**src/rtl/ring_buffer.sv**
```systemverilog
// ring_buffer: single-clock circular FIFO with registered output.
// Wrapping read/write pointers; full/empty are decoded from the count.
module ring_buffer #(
   parameter int DATA_WIDTH = 8,
   parameter int DEPTH      = 16
) (
   input  logic                         clock,
   input  logic                         reset,
   input  logic                         enable,
   input  logic                         push,
   input  logic                         pop,
   input  logic [DATA_WIDTH-1:0]        datain,
   output logic [DATA_WIDTH-1:0]        dataout,
   output logic                         full,
   output logic                         empty,
   output logic [$clog2(DEPTH+1)-1:0]   count
);

   localparam int AW = (DEPTH > 1) ? $clog2(DEPTH) : 1;
   localparam int CW = $clog2(DEPTH+1);

   logic [DATA_WIDTH-1:0] mem [DEPTH];
   logic [AW-1:0]         wptr;
   logic [AW-1:0]         rptr;
   logic                  push_ok;
   logic                  pop_ok;

   // A full buffer still takes a push when a pop frees a slot that edge.
   always_comb begin
      pop_ok  = enable & pop & ~empty;
      push_ok = enable & push & (~full | pop);
   end

   always_comb begin
      full  = (count == CW'(DEPTH));
      empty = (count == '0);
   end

   // Storage is deliberately not cleared by reset.
   always_ff @(posedge clock) begin
      if (reset && push_ok) begin
         mem[wptr] <= datain;
      end
   end

   always_ff @(posedge clock) begin
      if (!reset) begin
         wptr    <= '0;
         rptr    <= '0;
         count   <= '0;
         dataout <= '0;
      end else begin
         if (push_ok) begin
            wptr <= wptr + AW'(1);
         end
         if (pop_ok) begin
            rptr    <= rptr + AW'(1);
            dataout <= mem[rptr];
         end
         unique case ({push_ok, pop_ok})
            2'b10:   count <= count + CW'(1);
            2'b01:   count <= count - CW'(1);
            default: count <= count;
         endcase
      end
   end

endmodule

```
**config.mk**
```make
export PLATFORM = sky130hd
export DESIGN_NAME = ring_buffer
export DESIGN_NICKNAME = d
export VERILOG_FILES = /design/src/rtl/ring_buffer.sv
export SDC_FILE = /design/constraint.sdc
export NUM_CORES = 1
export LEC_CHECK = 0
export BUFFER_PORTS_ARGS = -buffer_cell sky130_fd_sc_hd__buf_2
export CORE_MARGIN = 1.5
export CORE_UTILIZATION = 55
export CTS_CLUSTER_SIZE = 10
export DETAILED_ROUTE_END_ITERATION = 10
export PLACE_DENSITY = 0.72
export SLEW_MARGIN = 20
export SYNTH_ARGS = -nofsm -noshare
export SYNTH_HDL_FRONTEND = slang
export SYNTH_SLANG_ARGS = --single-unit
```
**constraint.sdc**
```tcl
create_clock -name clock -period 3.5 [get_ports clock]
set_input_delay 0.7 -clock clock [delete_from_list [all_inputs] [get_ports clock]]
set_output_delay 0.7 -clock clock [all_outputs]
set_load 0.005 [all_outputs]
```
==> results of run 1 <==
stage by stage:
| step | cells | power [mW] | hold WS, ps | util |
|---|---|---|---|---|
| after floorplan | 389 | 2.12 | 509 | - |
| after global placement | 546 | 2.19 | 510 | 0.587 |
| after detailed placement | 546 | 2.19 | 512 | 0.587 |
| after CTS | 578 | 3.79 | 535 | 0.637 |
| after global routing | 578 | 3.90 | 567 | 0.637 |
| final | 578 | 3.78 | 541 | 0.637 |
synthesized netlist by cell type (all sizes together), types with 8 or more instances:
cell | number | area [µm²]
o22ai | 30 | 188
o21ai | 13 | 65.1
buf | 13 | 81.3
dfxtp | 21 | 420
edfxtp | 128 | 3840
a21oi | 12 | 63.8
ha | 9 | 113
nor4 | 8 | 65.1
inv | 9 | 33.8
nand2 | 16 | 67.6
mux2i | 62 | 621
nor2 | 15 | 56.3
and2 | 11 | 68.8
cell type report:
class | count | area share
sequential | 149 | 0.623
clock inverter | 10 | 0.0122
multi-input combinational | 213 | 0.239
inverter | 9 | 0.00494
timing repair buffer | 35 | 0.0285
clock buffer | 22 | 0.0662
tap | 140 | 0.0256
power breakdown:
group	switching (mW)	total (mW)	internal, mW
combinational	0.111	0.183	0.0718
clock	0.649	1.62	0.972
sequential	0.0245	1.97	1.95
worst paths after layout:
kind	endpoint	depth (start not counted)
hold / removal	dataout[0]	2
setup / recovery	count[4]	11
hold reg to reg	dataout[0]	2
setup reg to reg	count[4]	11
critical path, delay by kind of cell (launching register included):
family	cells	cell delay (ps)
AO/OA/AOI/OAI	2	340
adder cells (fa/ha/maj)	2	630
buffers and inverters	2	220
flip-flops	1	380
multiplexers	1	130
AND/OR/NAND/NOR	4	1030
state kept, by name, indices dropped and copies added (netlist names):
signal,count
mem,128
wptr,4
dataout,8
rptr,4
count,5
cells by family (layout without fill, tap and decap cells):
logic type,Yosys count,count (layout),share of synthesized area
AND/OR/NAND/NOR,73,73,0.0686
multiplexers,64,64,0.110
XOR/XNOR,9,9,0.0131
buffers and inverters,27,76,0.0222
flip-flops,149,149,0.707
AO/OA/AOI/OAI,57,57,0.0572
adder cells (fa/ha/maj),10,10,0.0220
per-layer routing:
layer	global-route usage	vias to the layer above	routed length (µm)
met1	0.294	1674	5020
met5	0	-	0
met3	0.0545	22	584
met2	0.365	100	5910
li1	-	1563	-
met4	0.0865	0	240
==> results by group, run 1 <==
Status
  • Status: completed

Cells and area
  • Antenna Cells: 0
  • Register Area: 4270 µm²
  • Nets: 448
  • Area delta synth->final: 13.4%
  • Most frequent cells in the layout: 128 x edfxtp_1, 62 x mux2i_1, 30 x o22ai_1
  • Fillers: 776
  • Multi-input logic area: 1640 µm²
  • Fin area: 6850 µm²
  • Most common cell after layout, fill and taps aside: edfxtp_1
  • Share of cells above drive strength 1: 0.167

Floorplan
  • Full die area: 11600 µm²
  • # IOs: 28
  • Initial Util: 0.562
  • Die H: 108 µm
  • Rows: 38
  • Chip width: 108 µm
  • Core box area: 10700 µm²

Route
  • Drt wl/cell: 20.3 µm
  • Routed wire length: 11.8 mm
  • Number of DRC markers in iteration 0: 317
  • Residual DRC count: 0
  • Antenna-violating nets left: 0
  • DR vias/cell: 5.81
  • First drt pass iteration count: 4
  • Via count: 3359

Logic synthesis
  • Register area share after synthesis: 0.707
  • Synth warn: 0
  • Post-Syn Area: 6030 µm²
  • Post-synth cell types: 36
  • Synthesized Nets: 412
  • Mapped Avg Cell Area: 15.5 µm²
  • Post-Synthesis Cells: 389
  • FFs w/ async S/R, synth: 0
  • Yosys reg bits: 149
  • Top FF cell, synth: edfxtp_1
  • Post-synth EDFFs: 128

Worst setup path
  • Max incr delay on CP: 450 ps
  • Worst-path cell chain: nor4_4, a31oi_4, inv_1, ha_1, inv_1, fa_1, nor2b_1, o21ai_0, nand3_1, or3b_1, mux2i_1
  • Startpoint types: register
  • Worst reg2reg path startpoint: count[0]
  • CP Max Fanout: 9
  • Most frequent CP cell: inv_1
  • Setup CP Type: reg2reg
  • Worst Setup SP: count[0]
  • Worst Setup End Kind: register
  • Data arrival, critical path: 3260 ps
  • R2R setup slack: 650 ps
  • Critical Path RT: 3910 ps
  • CP max-delay cell: nor4_4

Place
  • GP Congestion: 0.806
  • Post-DP HPWL: 7.47 mm
  • Placed cell area: 6310 µm²
  • Port Buffers: 27
  • DP Worst Slack: 548 ps

Run
  • Max-Cap Viols: 0

CTS
  • CTS tree: yes
  • CTS resizes: 0
  • CTS Hold Bufs: 0
  • Postcts setup bufs: 0
  • Clk buf depth: 2
  • Worst-skew pair later-pin latency: 520 ps
  • CTS root buffer: clkbuf_8
  • CTS Buf Count: 17
  • Clock Sinks: 149
  • Clock slew at reported path FFs: 60 ps
  • H-Tree Depth: 4

GRT
  • Vias in the first global route: 3294
  • GRT Total Usage: 0.225
  • Initial antenna violation count: 0
  • First-pass GRT wire length: 18.3 mm
  • Largest net degree at the start of global routing: 53
  • Gr ovfl total: 0

Worst hold path
  • Hold crit path type: reg2reg
  • HP Start: dataout[0]

Pwr
  • PD cells: 552 nW/µm²
  • Lkg Pwr: 2.24 nW
  • VDD IR max: 341 µV

STA
  • RSZ-0062 raised after global routing: false
  • Least-Margin Pin Slew: 915 ps
  • Max-slew headroom: 0.390
  • Hold Fails Final Rpt: 0
  • Fin worst setup slack: 653 ps
  • Max Transition Viols Final: 0
  • Final TNS setup: 0 ps
  • Final setup viols: 0
  • Min Clock Period, post-route: 2850 ps
  • Period utilization: 0.814
  • Max Fclk: 0.351 GHz
  • Clk_skew: 8.09 ps
(Power assumes the default switching activity.)
==> run 2, diff against run 1 <==
- ABC_AREA: default -> 1
- PLACE_DENSITY: 0.72 -> 0.74
- clock period: 3.5 -> 2.3 ns (I/O delays scaled with it)
==> run 2 against run 1 <==
  * Worst setup slack got worse by 450 ps
  * Critical endpoint unchanged
  * Power rose by 71%
  * Wire length rose by 25%
  * Largest cell class unchanged
==> results by group, run 2 <==
Floorplan
  • Die H: 113 µm (+4.4%)
  • Core box area: 11600 µm² (+7.6%)
  • Full die area: 12700 µm² (+9.0%)
  • Initial Util: 0.570 (+0.00878)
  • # IOs: 28 (unchanged)
  • Chip width: 113 µm (+4.4%)
  • Rows: 39 (+2.6%)

Cells and area
  • Fin area: 7560 µm² (+10%)
  • Top flop regs: mem: 128 flops, dataout: 8 flops, count: 5 flops
  • Biggest register: mem
  • Antenna Cells: 0 (unchanged)
  • Nets: 738 (+65%)
  • Most frequent cells in the layout: 217 x nand2_1, 128 x edfxtp_1, 99 x nand3_1
  • Share of cells above drive strength 1: 0.133 (-0.0334)
  • Cell Count, Final, Fillers Out: 871 (+51%)
  • Max FFs per register: 128 (unchanged)
  • Area delta synth->final: 14.7%
  • Layout Utilization: 0.654 (+0.0170)
  • Most common cell after layout, fill and taps aside: nand2_1

Logic synthesis
  • Top cell type's share of synthesized area: 0.583 (-0.0542)
  • Top FF cell, synth: edfxtp_1
  • Register area share after synthesis: 0.646 (-0.0602)
  • Post-synth cell types: 24 (-33%)
  • Area leader, netlist: edfxtp_1
  • Post-synth EDFFs: 128 (unchanged)
  • Yosys reg bits: 149 (unchanged)
  • Top-count cell post-synth: nand2_1
  • Synth warn: 0 (unchanged)
  • Top post-synthesis cells by area: edfxtp_1 58%, nand2_1 12%, nand3_1 7.5%, dfxtp_1 6.4%, inv_1 5.2%
  • Post-synth top cells: 217 x nand2_1, 128 x edfxtp_1, 99 x nand3_1
  • Synthesized Nets: 693 (+68%)
  • Post-Synthesis Cells: 670 (+72%)
  • Post-Syn Area: 6600 µm² (+9.3%)
  • FFs w/ async S/R, synth: 0 (unchanged)
  • Mapped Avg Cell Area: 9.85 µm² (-37%)

STA
  • Clk_skew: 6.69 ps (-1.40 ps)
  • Final TNS setup: 0 ps (unchanged)
  • Min Clock Period, post-route: 2100 ps (-747 ps)
  • Hold WS: 376 ps (-165 ps)
  • Hold Fails Final Rpt: 0 (unchanged)
  • RSZ-0062 raised after global routing: false
  • Least-Margin Pin Slew: 744 ps (-171 ps)
  • Max Fclk: 0.476 GHz (+36%)
  • Max-slew headroom: 0.504 (+0.114)
  • Period utilization: 0.913 (+0.0998)
  • Max Transition Viols Final: 0 (unchanged)
  • Fin worst setup slack: 199 ps (-453 ps)
  • Final setup viols: 0 (unchanged)

GRT
  • Largest net degree at the start of global routing: 67 (+26%)
  • GRT Total Usage: 0.245 (+0.0205)
  • First-pass GRT wire length: 23.1 mm (+26%)
  • Gr ovfl total: 0 (unchanged)
  • Vias in the first global route: 4559 (+38%)
  • Initial antenna violation count: 0 (unchanged)

Place
  • Post-DP HPWL: 9.12 mm (+22%)
  • Placed cell area: 6940 µm² (+10%)
  • GP Congestion: 0.820 (+1.8%)
  • DP Worst Slack: 63.6 ps (-484 ps)
  • Port Buffers: 27 (unchanged)
  • DP Cell Count: 837 (+53%)

Route
  • DR vias/cell: 5.40 (-7.1%)
  • Drt wl/cell: 16.9 µm (-17%)
  • Routed wire length: 14.7 mm (+25%)
  • Antenna-violating nets left: 0 (unchanged)
  • Residual DRC count: 0 (unchanged)
  • Number of DRC markers in iteration 0: 512 (+62%)
  • First drt pass iteration count: 5 (+1)
  • Via count: 4704 (+40%)

Worst setup path
  • R2R setup slack: 200 ps (-450 ps)
  • Worst Setup End Kind: register
  • CP Max Fanout: 6 (-3)
  • Setup CP Type: reg2reg
  • Startpoint types: register
  • Reg2reg path depth: 14 (+3)
  • Data arrival, critical path: 2440 ps (-820 ps)
  • Critical Path RT: 2640 ps (-1270 ps)
  • Worst reg2reg path startpoint: count[1]
  • Critical R2R Capture: count[4]

CTS
  • Clk buf depth: 2 (unchanged)
  • CTS Hold Bufs: 0 (unchanged)
  • CTS tree: yes
  • Clock Sinks: 149 (unchanged)
  • H-Tree Depth: 4 (unchanged)
  • CTS Buf Count: 17 (unchanged)
  • Clock slew at reported path FFs: 60 ps (about the same)
  • CTS root buffer: clkbuf_16
  • Worst-skew pair later-pin latency: 420 ps (-100 ps)

Run
  • Max-Cap Viols: 0 (unchanged)

Pwr
  • Total power: 6.44 mW (+71%)
  • PD cells: 852 nW/µm² (+54%)
  • VDD IR max: 673 µV (+97%)
  • Lkg Pwr: 3.28 nW (+46%)

Worst hold path
  • HP Start: reset
  • Worst Hold End: rptr[2]
  • Hold crit path type: in2reg
  • Hold path depth: 3 (+1)

Status
  • Status: completed
-- run 2: cell count changes in the layout (fill, tap and decap cells not counted), moves of 5 or more --
cell	change
and2_1	-11
inv_1	+82
nand2_1	+202
nor2_1	+11
buf_4	+19
o22ai_1	-30
nor3_1	+7
nand3_1	+96
mux2i_1	-62
nand3b_1	-5
nor4_1	-7
-- run 2: critical path: stages (launching register included) --
cell	delay [ps]
dfxtp_1	370
inv_1	100
nand4_1	140
nand3_2	140
inv_2	120
ha_4	160
inv_1	50
fa_1	400
inv_1	70
nand2_1	60
a21boi_1	140
o21bai_1	80
nand2_1	60
nand2_1	50
a21oi_1	100
-- run 2: final cells by class --
cell class / count / area (µm²)
Clock buffer: 22 / 528
Sequential cell: 149 / 4270
Multi-Input combinational cell: 396 / 1810
Timing Repair Buffer: 55 / 358
Fill cell: 847 / 4000
Inverter: 96 / 360
Clock inverter: 10 / 62.6
Tap cell: 143 / 179
-- run 2: what timing repair did --
action | 4_1_cts | 5_1_grt
setup buffers | 0 | 2
resized for setup | 0 | 5
endpoints found under the setup margin | 0 | 1
-- run 2: how the worst max path moves through the flow --
stage                         from        to  cells after the start  slack (ps)
after floorplan           count[2]  count[4]                     16           8
after global placement      enable  count[4]                     14         200
after CTS                 count[2]  count[4]                     15          50
final                     count[1]  count[4]                     14         200
after global routing      count[2]  count[4]                     15           2
after detailed placement  count[2]  count[4]                     15          60
-- run 2: cells by family after synthesis --
group           after synthesis  synth area share
flops                       149             0.646
fa+ha+maj                    10            0.0201
simple gates                360             0.228
compound gates               21            0.0167
xor+xnor                      5           0.00664
buf+inv                     125            0.0818
-- run 2: power breakdown --
part           internal (mW)  switching, mW
logic                  0.242          0.505
clock network           1.63           1.06
registers               2.98         0.0334
-- run 2: per-layer routing --
metal	GRT usage	share of wire
met1	0.314	0.42
met2	0.401	0.49
met3	0.0578	0.070
met4	0.111	0.027
met5	0	0
==> run 3, diff against run 2 <==
- clock period: 2.3 -> 1.7 ns (I/O delays scaled with it)
==> run 3 against run 2 <==
  * The run now ends with setup timing left
  * Clock power is 39% higher
  * Non-clock buffer count is 30 higher
  * Critical path depth is 1 higher
  * Maximum frequency is 3.6% higher
  * First-iteration DRC count is 5.5% lower
  * Sequential power is 35% higher
  * Global-route usage is 1.3 points higher
  * Critical path type unchanged
  * Critical endpoint unchanged
  * Largest cell class unchanged
  * Largest power group unchanged
==> results by group, run 3 (synthesis results as in run 2) <==
Status
  • Status: finished, violations left
  • Failing checks: setup timing

Worst setup path
  • Data arrival, critical path: 2370 ps (-70 ps)
  • CP Max Fanout: 3 (-3)
  • Worst Setup SP: count[3]
  • CP max-delay cell: dfxtp_2
  • Top delay family on crit path: simple AND/OR/NAND/NOR gates
  • Startpoint types: register
  • Worst-path cell chain: nor2_4, nand3_2, nor2_4, nand2_2, nand2_4, ha_4, inv_2, fa_2, inv_1, nand2_1, a21boi_1, o21bai_1, nand2_1, nand2_1, a21oi_1
  • Most frequent CP cell: nand2_1
  • CP Buf/Inv Count: 2 (-2)
  • Worst Setup End Kind: register
  • Worst reg2reg path startpoint: count[3]
  • Critical Path RT: 2040 ps (-600 ps)
  • Setup CP Type: reg2reg
  • Max incr delay on CP: 330 ps (-70 ps)

GRT
  • Gr ovfl total: 0 (unchanged)
  • Initial antenna violation count: 0 (unchanged)
  • GRT Total Usage: 0.258 (+0.0132)
  • Largest net degree at the start of global routing: 67 (unchanged)
  • Vias in the first global route: 4794 (+5.2%)
  • First-pass GRT wire length: 24.2 mm (+4.8%)

CTS
  • Clock Sinks: 149 (unchanged)
  • Worst-skew pair later-pin latency: 420 ps (about the same)
  • H-Tree Depth: 4 (unchanged)
  • CTS Buf Count: 17 (unchanged)
  • Clock slew at reported path FFs: 60 ps (about the same)
  • CTS root buffer: clkbuf_16
  • CTS tree: yes
  • Clk buf depth: 2 (unchanged)
  • CTS Hold Bufs: 0 (unchanged)

Floorplan
  • Full die area: 12700 µm² (unchanged)
  • Rows: 39 (unchanged)
  • Chip width: 113 µm (unchanged)
  • Die H: 113 µm (unchanged)
  • Initial Util: 0.570 (unchanged)
  • # IOs: 28 (unchanged)
  • Core box area: 11600 µm² (unchanged)

Cells and area
  • Share of cells above drive strength 1: 0.194 (+0.0607)
  • Fin area: 7990 µm² (+5.6%)
  • Fillers: 808 (-4.6%)
  • Layout Utilization: 0.691 (+0.0368)
  • Biggest register: mem
  • Area delta synth->final: 21.1%
  • Most common cell after layout, fill and taps aside: nand2_1
  • Top flop regs: mem: 128 flops, dataout: 8 flops, count: 5 flops
  • Nets: 768 (+4.1%)
  • Cell Count, Final, Fillers Out: 901 (+3.4%)
  • Most frequent cells in the layout: 215 x nand2_1, 128 x edfxtp_1, 96 x nand3_1
  • Antenna Cells: 0 (unchanged)
  • Max FFs per register: 128 (unchanged)

Pwr
  • Sw frac: 0.247 (about the same)
  • PD cells: 1130 nW/µm² (+33%)
  • Lkg Pwr: 3.46 nW (+5.3%)
  • Switching power: 2.24 mW (+40%)
  • VDD IR max: 1080 µV (+60%)
  • Clock power frac: 0.412 (-0.004)
  • Comb pwr share: 0.137 (+0.021)
  • Internal power: 6.81 mW (+40%)
  • Reg power frac: 0.451 (-0.017)
  • Total power: 9.04 mW (+40%)

STA
  • Fin worst setup slack: -328 ps (-527 ps)
  • Max-slew headroom: 0.645 (+0.141)
  • Clk_skew: 7.85 ps (+1.16 ps)
  • Period utilization: 1.19 (+0.279)
  • Least-Margin Pin Slew: 532 ps (-212 ps)
  • Max Transition Viols Final: 0 (unchanged)
  • Final TNS setup: -943 ps (-943 ps)
  • Hold Fails Final Rpt: 0 (unchanged)
  • Min Clock Period, post-route: 2030 ps (-73.1 ps)
  • Max Fclk: 0.493 GHz (+3.6%)
  • Final setup viols: 4 (+4)
  • RSZ-0062 raised after global routing: true
  • Hold WS: 360 ps (-15.3 ps)

Place
  • DP Worst Slack: -275 ps (-338 ps)
  • Placed cell area: 7200 µm² (+3.7%)
  • DP Cell Count: 862 (+3.0%)
  • Post-DP HPWL: 9.56 mm (+4.8%)
  • Port Buffers: 27 (unchanged)
  • GP Congestion: 0.925 (+13%)

Run
  • Max-Cap Viols: 0 (unchanged)

Route
  • Residual DRC count: 0 (unchanged)
  • Number of DRC markers in iteration 0: 484 (-5.5%)
  • DR vias/cell: 5.40 (about the same)
  • Via count: 4869 (+3.5%)
  • Drt wl/cell: 17.0 µm (+0.84%)
  • Antenna-violating nets left: 0 (unchanged)
  • First drt pass iteration count: 7 (+2)
  • Routed wire length: 15.3 mm (+4.3%)

Worst hold path
  • Hold crit path type: in2reg
  • HP Start: datain[0]
run 3: cell types whose count changed in the layout (fill, tap and decap cells not counted), sizes merged:
cell      before  now
buf           55   85
bufinv         0    3
clkbuf        22   18
clkinv         8    7
clkinvlp       1    4
inv           97   96
run 3: layout make-up:
cell class	count	area [µm²]	area share
clock buffers	18	429	0.0537
flip-flops and latches	149	4270	0.535
repair buffers	85	646	0.0808
well taps	143	179	0.0224
inverters	96	360	0.0451
multi-input cells	396	1950	0.244
clock inverters	14	159	0.0199
run 3: repair_timing:
action	in CTS	in global routing
buffers inserted	7	4
endpoints found under the setup margin	12	134
resized for setup	9	22
endpoints found under the hold margin	0	0
pin swaps	6	7
run 3: power by group through the flow:
stage	combinational [mW]	clock, mW	sequential (mW)
3_5_place_dp	1.13	0	4.15
5_1_grt	1.37	3.91	4.08
4_1_cts	1.18	3.74	4.07
6_report	1.24	3.73	4.08
2_1_floorplan	0.677	0	4.16
3_3_place_gp	1.10	0	4.14
run 3: worst paths after layout:
path / end / slack (ps) / depth (start not counted)
worst min register to register: dataout[6] / 560 / 4
worst min-delay path: mem[8][0] / 360 / 1
worst max register to register: count[4] / -330 / 15
worst max-delay path: count[4] / -330 / 15
run 3: routing by layer:
layer	GRT usage	vias up	part of all wire
met5	0	-	0
met4	0.104	0	0.027
met3	0.0594	30	0.070
met2	0.429	206	0.51
met1	0.332	2294	0.39
li1	-	2339	-
